File: src/rtl/hit_index_serializer_pkg.sv
// hit_pkg: shared definitions for the hit-index serializer slice.
//   WIDTH_DEF / IDX_W_DEF / CNT_W_DEF : default mask, index and counter widths
//   state_e                           : serializer FSM states
//   ALL_ONES_MASK                     : all-ones mask word at the default width
package hit_pkg;

  localparam int unsigned WIDTH_DEF = 64;
  localparam int unsigned IDX_W_DEF = 6;
  localparam int unsigned CNT_W_DEF = 8;

  typedef enum logic [1:0] {
    ST_IDLE   = 2'd0,
    ST_HEADER = 2'd1,
    ST_SCAN   = 2'd2
  } state_e;

  localparam logic [WIDTH_DEF-1:0] ALL_ONES_MASK = '1;

endpackage

File: src/rtl/hit_index_serializer_if.sv
// hit_index_serializer_if: mask-in / index-out handshake bundle.
//   Input side : IN_VALID, IN_READY, IN_MASK
//   Output side: OUT_VALID, OUT_READY, OUT_INDEX, OUT_LAST, OUT_EMPTY, OUT_HEADER
//   Status     : HIT_COUNT, MASK_COUNT
//   master modport: the environment (mask source + index sink)
//   slave modport : the serializer
interface hit_index_serializer_if
  import hit_pkg::*;
#(
  parameter int unsigned WIDTH = WIDTH_DEF,
  parameter int unsigned IDX_W = IDX_W_DEF,
  parameter int unsigned CNT_W = CNT_W_DEF
) ();

  logic             IN_VALID;
  logic             IN_READY;
  logic [WIDTH-1:0] IN_MASK;
  logic             OUT_VALID;
  logic             OUT_READY;
  logic [IDX_W-1:0] OUT_INDEX;
  logic             OUT_LAST;
  logic             OUT_EMPTY;
  logic             OUT_HEADER;
  logic [CNT_W-1:0] HIT_COUNT;
  logic [CNT_W-1:0] MASK_COUNT;

  modport slave (
    input  IN_VALID, IN_MASK, OUT_READY,
    output IN_READY, OUT_VALID, OUT_INDEX, OUT_LAST, OUT_EMPTY, OUT_HEADER,
           HIT_COUNT, MASK_COUNT
  );

  modport master (
    output IN_VALID, IN_MASK, OUT_READY,
    input  IN_READY, OUT_VALID, OUT_INDEX, OUT_LAST, OUT_EMPTY, OUT_HEADER,
           HIT_COUNT, MASK_COUNT
  );

endinterface

File: src/rtl/hit_index_serializer_lsb_priority_encoder.sv
// lsb_priority_encoder: combinational lowest-set-bit finder.
//   mask_i   : input word
//   index_o  : position of the lowest set bit (0 when mask_i is zero)
//   onehot_o : one-hot of that bit, used to clear it
//   zero_o   : mask_i has no bits set
//   single_o : mask_i has exactly one bit set
module lsb_priority_encoder
  import hit_pkg::*;
#(
  parameter int unsigned WIDTH = WIDTH_DEF,
  parameter int unsigned IDX_W = IDX_W_DEF
) (
  input  logic [WIDTH-1:0] mask_i,
  output logic [IDX_W-1:0] index_o,
  output logic [WIDTH-1:0] onehot_o,
  output logic             zero_o,
  output logic             single_o
);

  logic [WIDTH-1:0] lowest;

  always_comb begin
    // Two's-complement trick isolates the lowest set bit.
    lowest   = mask_i & (~mask_i + WIDTH'(1));
    onehot_o = lowest;
    zero_o   = (mask_i == '0);
    single_o = (mask_i != '0) && ((mask_i & (mask_i - WIDTH'(1))) == '0);
    index_o  = '0;
    for (int unsigned i = 0; i < WIDTH; i++) begin
      if (lowest[i]) begin
        index_o = IDX_W'(i);
      end
    end
  end

endmodule

File: src/rtl/hit_index_serializer.sv
// hit_index_serializer: expands a hit mask into the indices of its set bits,
// LSB first, one index per output handshake; publishes hit and mask counts.
//   CNT_CLK : clock
//   CNT_RST : asynchronous active-high reset
//   bus     : hit_index_serializer_if.slave (mask in, index beats out, counts)
// Optional build macro HIT_INDEX_HEADER_EN: emit a frame-start header beat
// before the indices of each mask.
module hit_index_serializer
  import hit_pkg::*;
#(
  parameter int unsigned WIDTH = WIDTH_DEF,
  parameter int unsigned IDX_W = IDX_W_DEF,
  parameter int unsigned CNT_W = CNT_W_DEF
) (
  input logic                   CNT_CLK,
  input logic                   CNT_RST,
  hit_index_serializer_if.slave bus
);

  state_e           state_q;
  logic             in_ready_q;
  logic             out_valid_q;
  logic [IDX_W-1:0] out_index_q;
  logic             out_last_q;
  logic             out_empty_q;
  logic [WIDTH-1:0] remain_q;
  logic [WIDTH-1:0] onehot_q;
  logic [CNT_W-1:0] beat_cnt_q;
  logic [CNT_W-1:0] hit_count_q;
  logic [CNT_W-1:0] mask_count_q;
`ifdef HIT_INDEX_HEADER_EN
  logic             out_header_q;
`endif

  logic [WIDTH-1:0] enc_src;
  logic [IDX_W-1:0] enc_index;
  logic [WIDTH-1:0] enc_onehot;
  logic             enc_zero;
  logic             enc_single;

  // The encoder looks one beat ahead so every output can be registered:
  // in IDLE it sees the incoming mask, in HEADER the stored mask, and in
  // SCAN the stored mask with the currently presented bit already cleared.
  always_comb begin
    enc_src = remain_q & ~onehot_q;
    case (state_q)
      ST_IDLE:   enc_src = bus.IN_MASK;
      ST_HEADER: enc_src = remain_q;
      default:   enc_src = remain_q & ~onehot_q;
    endcase
  end

  lsb_priority_encoder #(
    .WIDTH (WIDTH),
    .IDX_W (IDX_W)
  ) u_enc (
    .mask_i   (enc_src),
    .index_o  (enc_index),
    .onehot_o (enc_onehot),
    .zero_o   (enc_zero),
    .single_o (enc_single)
  );

  always_ff @(posedge CNT_CLK or posedge CNT_RST) begin
    if (CNT_RST) begin
      state_q      <= ST_IDLE;
      in_ready_q   <= 1'b0;
      out_valid_q  <= 1'b0;
      out_index_q  <= '0;
      out_last_q   <= 1'b0;
      out_empty_q  <= 1'b0;
      remain_q     <= '0;
      onehot_q     <= '0;
      beat_cnt_q   <= '0;
      hit_count_q  <= '0;
      mask_count_q <= '0;
`ifdef HIT_INDEX_HEADER_EN
      out_header_q <= 1'b0;
`endif
    end else begin
      case (state_q)
        ST_IDLE: begin
          in_ready_q <= 1'b1;
          if (in_ready_q && bus.IN_VALID) begin
            remain_q    <= bus.IN_MASK;
            beat_cnt_q  <= '0;
            in_ready_q  <= 1'b0;
            out_valid_q <= 1'b1;
`ifdef HIT_INDEX_HEADER_EN
            state_q      <= ST_HEADER;
            out_header_q <= 1'b1;
            out_index_q  <= '0;
            out_last_q   <= 1'b0;
            out_empty_q  <= 1'b0;
`else
            state_q     <= ST_SCAN;
            onehot_q    <= enc_onehot;
            out_index_q <= enc_index;
            out_last_q  <= enc_single | enc_zero;
            out_empty_q <= enc_zero;
`endif
          end
        end

`ifdef HIT_INDEX_HEADER_EN
        ST_HEADER: begin
          if (bus.OUT_READY) begin
            state_q      <= ST_SCAN;
            out_header_q <= 1'b0;
            onehot_q     <= enc_onehot;
            out_index_q  <= enc_index;
            out_last_q   <= enc_single | enc_zero;
            out_empty_q  <= enc_zero;
          end
        end
`endif

        ST_SCAN: begin
          if (bus.OUT_READY) begin
            if (out_last_q) begin
              hit_count_q  <= out_empty_q ? '0 : beat_cnt_q + CNT_W'(1);
              mask_count_q <= mask_count_q + CNT_W'(1);
              state_q      <= ST_IDLE;
              in_ready_q   <= 1'b1;
              out_valid_q  <= 1'b0;
              out_index_q  <= '0;
              out_last_q   <= 1'b0;
              out_empty_q  <= 1'b0;
              remain_q     <= '0;
              onehot_q     <= '0;
            end else begin
              remain_q    <= remain_q & ~onehot_q;
              beat_cnt_q  <= beat_cnt_q + CNT_W'(1);
              onehot_q    <= enc_onehot;
              out_index_q <= enc_index;
              out_last_q  <= enc_single;
              out_empty_q <= 1'b0;
            end
          end
        end

        default: begin
          state_q <= ST_IDLE;
        end
      endcase
    end
  end

  assign bus.IN_READY   = in_ready_q;
  assign bus.OUT_VALID  = out_valid_q;
  assign bus.OUT_INDEX  = out_index_q;
  assign bus.OUT_LAST   = out_last_q;
  assign bus.OUT_EMPTY  = out_empty_q;
  assign bus.HIT_COUNT  = hit_count_q;
  assign bus.MASK_COUNT = mask_count_q;
`ifdef HIT_INDEX_HEADER_EN
  assign bus.OUT_HEADER = out_header_q;
`else
  assign bus.OUT_HEADER = 1'b0;
`endif

endmodule

File: src/flat_wrapper.sv
// flat-port wrapper written by rule: the top's interface ports become plain ports
module hit_index_serializer_flat import hit_pkg::*;
#(
  parameter int unsigned WIDTH = WIDTH_DEF,
  parameter int unsigned IDX_W = IDX_W_DEF,
  parameter int unsigned CNT_W = CNT_W_DEF
)
  (CNT_CLK, CNT_RST, bus_IN_VALID, bus_IN_MASK, bus_OUT_READY, bus_IN_READY, bus_OUT_VALID, bus_OUT_INDEX, bus_OUT_LAST, bus_OUT_EMPTY, bus_OUT_HEADER, bus_HIT_COUNT, bus_MASK_COUNT);
  hit_index_serializer_if #(.WIDTH(WIDTH), .IDX_W(IDX_W), .CNT_W(CNT_W)) bus_i ();
  input logic CNT_CLK;
  input logic CNT_RST;
  input wire logic [$bits(bus_i.IN_VALID)-1:0] bus_IN_VALID;
  input wire logic [$bits(bus_i.IN_MASK)-1:0] bus_IN_MASK;
  input wire logic [$bits(bus_i.OUT_READY)-1:0] bus_OUT_READY;
  output wire logic [$bits(bus_i.IN_READY)-1:0] bus_IN_READY;
  output wire logic [$bits(bus_i.OUT_VALID)-1:0] bus_OUT_VALID;
  output wire logic [$bits(bus_i.OUT_INDEX)-1:0] bus_OUT_INDEX;
  output wire logic [$bits(bus_i.OUT_LAST)-1:0] bus_OUT_LAST;
  output wire logic [$bits(bus_i.OUT_EMPTY)-1:0] bus_OUT_EMPTY;
  output wire logic [$bits(bus_i.OUT_HEADER)-1:0] bus_OUT_HEADER;
  output wire logic [$bits(bus_i.HIT_COUNT)-1:0] bus_HIT_COUNT;
  output wire logic [$bits(bus_i.MASK_COUNT)-1:0] bus_MASK_COUNT;
  assign bus_i.IN_VALID = bus_IN_VALID;
  assign bus_i.IN_MASK = bus_IN_MASK;
  assign bus_i.OUT_READY = bus_OUT_READY;
  assign bus_IN_READY = bus_i.IN_READY;
  assign bus_OUT_VALID = bus_i.OUT_VALID;
  assign bus_OUT_INDEX = bus_i.OUT_INDEX;
  assign bus_OUT_LAST = bus_i.OUT_LAST;
  assign bus_OUT_EMPTY = bus_i.OUT_EMPTY;
  assign bus_OUT_HEADER = bus_i.OUT_HEADER;
  assign bus_HIT_COUNT = bus_i.HIT_COUNT;
  assign bus_MASK_COUNT = bus_i.MASK_COUNT;
  hit_index_serializer #(.WIDTH(WIDTH), .IDX_W(IDX_W), .CNT_W(CNT_W)) u_core (.CNT_CLK(CNT_CLK), .CNT_RST(CNT_RST), .bus(bus_i));
endmodule
File: config.mk
export PLATFORM = sky130hd
export DESIGN_NAME = hit_index_serializer_flat
export DESIGN_NICKNAME = d
export VERILOG_FILES = /design/src/rtl/hit_index_serializer_pkg.sv /design/src/rtl/hit_index_serializer_if.sv /design/src/rtl/hit_index_serializer_lsb_priority_encoder.sv /design/src/rtl/hit_index_serializer.sv /design/src/flat_wrapper.sv
export SDC_FILE = /design/constraint.sdc
export NUM_CORES = 1
export LEC_CHECK = 0
export CORE_ASPECT_RATIO = 2
export CORE_UTILIZATION = 46
export CTS_CLUSTER_SIZE = 28
export DETAILED_ROUTE_END_ITERATION = 10
export GPL_TIMING_DRIVEN = 0
export PLACE_DENSITY = 0.78
export RECOVER_POWER = 50
export SYNTH_ARGS = -nofsm -noshare
export SYNTH_HDL_FRONTEND = slang
export SYNTH_HIERARCHICAL = 1
export SYNTH_SLANG_ARGS = --single-unit
File: constraint.sdc
create_clock -name CNT_CLK -period 7.8 [get_ports CNT_CLK]
set_input_delay 1.56 -clock CNT_CLK [delete_from_list [all_inputs] [get_ports CNT_CLK]]
set_output_delay 1.56 -clock CNT_CLK [all_outputs]
set_load 0.01 [all_outputs]
==> impl_results.md <==
- # setup viols final: 0
- Synth Cell Area: 9530 um^2
- First drt pass iteration count: 7
- DRC: 0
- First-pass GRT wire length: 49200 um
- WL/cell: 22.2 um
- Crit-path cells: dlygate4sd3_1 > clkinvlp_2 > clkbuf_2
- HP Class: flop to flop
- # hold bufs at CTS: 0
- RSZ-0062 raised after global routing: no
- Core area: 20400 um^2
- Nets: 1196
- Synth area leaders: dfrtp_1 (43%), a22o_1 (7.9%), o22ai_1 (4.7%)
- Fillers: 1851
- Reg area: 4050 um^2
- Largest net degree at the start of global routing: 105
- Top cell type's share of synthesized area: 42.5%
- Cell class contributing the biggest share of worst-path delay: buffers and inverters
- Clock root buffer master: clkbuf_16
- Count leader, synth: dfrtp_1
- Status: finished with violations
- Syn nets: 1083
- Via count: 8888
- Gp weighted congestion: 0.966
- Post-route ant nets: 0
- Die Area: 21300 um^2
- Clk_lat worst skew: 0.44 ns
- Worst path slowest cell: clkbuf_2
- Iter 0 DRT Violations: 557
- Yosys warns: 6
- Share of cells above drive strength 1: 10.6%
- Multi-input gate area: 4950 um^2
- Vias in the first global route: 9000
- Largest stage delay, worst path: 2.03 ns
- PostCTS Resize Cnt: 0
- FMAX: 0.177 GHz
- IO Count: 95
- Vias per cell: 6.33
- N_diodes: 0
- CP startpoint kind: input pin
- Non-filler instance count after layout: 1405
- CTS H-Tree Depth: 4
- Setup tns final: 0 ns
- Initial antenna violation count: 0
- Worst Max-Slew Pin Slew: 2.58 ns
- Clk sink count: 162
- Chip width: 104 um
- Routed WL: 31200 um
- Flops & latches, synth: 162
- Synth cell types: 75
- CTS clk-pin slew, worst paths: 0.06 ns
- Sequential area share after synthesis: 42.5%
- Leading area contributor after synthesis: dfrtp_1
- Worst EP required: 7.80 ns
- Bufs and invs on worst path: 3
- Post-synth top cells: dfrtp_1 (162), a22o_1 (86), nand2_1 (84)
- Failing checks: max-capacitance violations, max-slew violations
- Rel. slew slack: -72.1%
- Placed insts: 1373
- Std cell rows: 74
- Die height: 206 um
- Fin. max-slew vios: 165
- EDFF count, synth: 0
- Syn Area/Cell: 9.41 um^2
- Number of setup buffers added after CTS: 0
- Total grt overflow: 0
- Initial Utilization: 46.8%
- Number of max-cap violations: 2
- CP arrival: 5.66 ns
- Period Utilization, post-route: 72.6%
- CTS tree: built
- Half-perimeter wire length after detailed placement: 23700 um
- Endpoints failing hold: 0
- Fin crit period: 5.67 ns
- P&R area growth vs syn: 19.5%
- Asr flop ratio synth: 100%
- Total CTS buffers: 17
- CP max FO: 104
- Critical path type: input pin to asynchronous set/reset pin
- Number of port buffers: 93
- Hold Slack: 0.466 ns
- Setup Skew: 0.00816 ns
- Synth Instances: 1013
- Dominant synthesized flop cell: dfrtp_1
- Clk buf depth: 2
- Total Routing Usage GR: 30.1%
- Crit. End Element: asynchronous set/reset pin
==> final cells by class <==
| type | count | area share [%] |
|---|---|---|
| multi-input cells | 746 | 43.5 |
| flip-flops and latches | 162 | 35.6 |
| repair buffers | 94 | 8.22 |
| clock buffers | 19 | 3.98 |
| plain buffers | 78 | 3.59 |
| well taps | 266 | 2.92 |
| clock inverters | 13 | 1.31 |
| inverters | 27 | 0.901 |
==> cells in the final DEF (no fill, tap or decap), types with 4 or more instances in the layout <==
cell type,n
a21boi_0,4
buf_2,47
nor3b_1,9
nor4_1,18
inv_1,26
and2_1,14
o31ai_1,5
xor2_1,4
or4_1,6
o2111ai_1,4
clkdlybuf4s50_1,90
nand2b_1,55
nand4_1,7
dfrtp_1,162
nor4_2,4
or3_1,7
a21oi_1,10
clkbuf_1,16
clkbuf_16,17
maj3_1,8
nand3_1,20
o21ai_0,74
nor4b_1,7
inv_6,6
nor2_1,41
o2bb2ai_1,50
buf_4,13
xnor2_1,6
nand2_1,84
nor3_1,27
a2111oi_0,5
and3b_1,8
a31oi_1,7
nand3b_1,18
o22ai_1,71
a22o_1,86
and3_1,25
==> sequential cells by signal (all words and copies together) (netlist names) <==
register and flops:
u_core/beat_cnt_q 8, u_core/bus.HIT_COUNT 8, u_core/bus.IN_READY 1, u_core/bus.MASK_COUNT 8, u_core/bus.OUT_EMPTY 1, u_core/bus.OUT_INDEX 6
u_core/bus.OUT_LAST 1, u_core/bus.OUT_VALID 1, u_core/onehot_q 64, u_core/remain_q 64
==> stage by stage <==
| stage | utilization, % | setup WS (ns) | area (um^2) |
|---|---|---|---|
| after detailed placement | 53.2 | 1.87 | 10800 |
| after global routing | 55.9 | 1.18 | 11400 |
| after floorplan | - | 1.86 | 9530 |
| after CTS | 56.1 | 2.32 | 11400 |
| final | 55.9 | 2.13 | 11400 |
| after global placement | 53.0 | -0.368 | 10800 |
==> metal layers <==
metal | track usage (%) | share of wire, %
met1 | 32.0 | 37
met3 | 4.12 | 4.1
met2 | 54.3 | 52
met4 | 22.1 | 7.1
met5 | 0 | 0
==> final timing paths <==
path                                            end  cells after the start                startpoint  slack (ns)
hold / removal             u_core/bus.MASK_COUNT[7]                      1  u_core/bus.MASK_COUNT[7]        0.47
hold reg to reg            u_core/bus.MASK_COUNT[7]                      1  u_core/bus.MASK_COUNT[7]        0.47
setup / recovery                u_core/onehot_q[20]                      3                   CNT_RST        2.13
setup reg to reg                u_core/bus.OUT_LAST                     16      u_core/bus.OUT_VALID        2.69
max in group CNT_CLK            u_core/bus.OUT_LAST                     15           bus_IN_MASK[13]        2.25
min in group asynchronous   u_core/bus.HIT_COUNT[5]                      2                   CNT_RST        2.26
==> cells by family (layout without fill, tap and decap cells) <==
family | Yosys count | after routing | share of synthesized area, %
AO/OA/AOI/OAI | 343 | 343 | 26.1
XOR/XNOR | 10 | 10 | 0.919
adder cells (fa/ha/maj) | 11 | 11 | 1.22
buffers and inverters | 105 | 231 | 5.38
flip-flops | 162 | 162 | 42.5
multiplexers | 6 | 6 | 0.670
other | 1 | 1 | 0.0394
AND/OR/NAND/NOR | 375 | 375 | 23.1
Power is not shown: default switching activity piles up to over one toggle a cycle in this logic, so the estimate is an artifact.
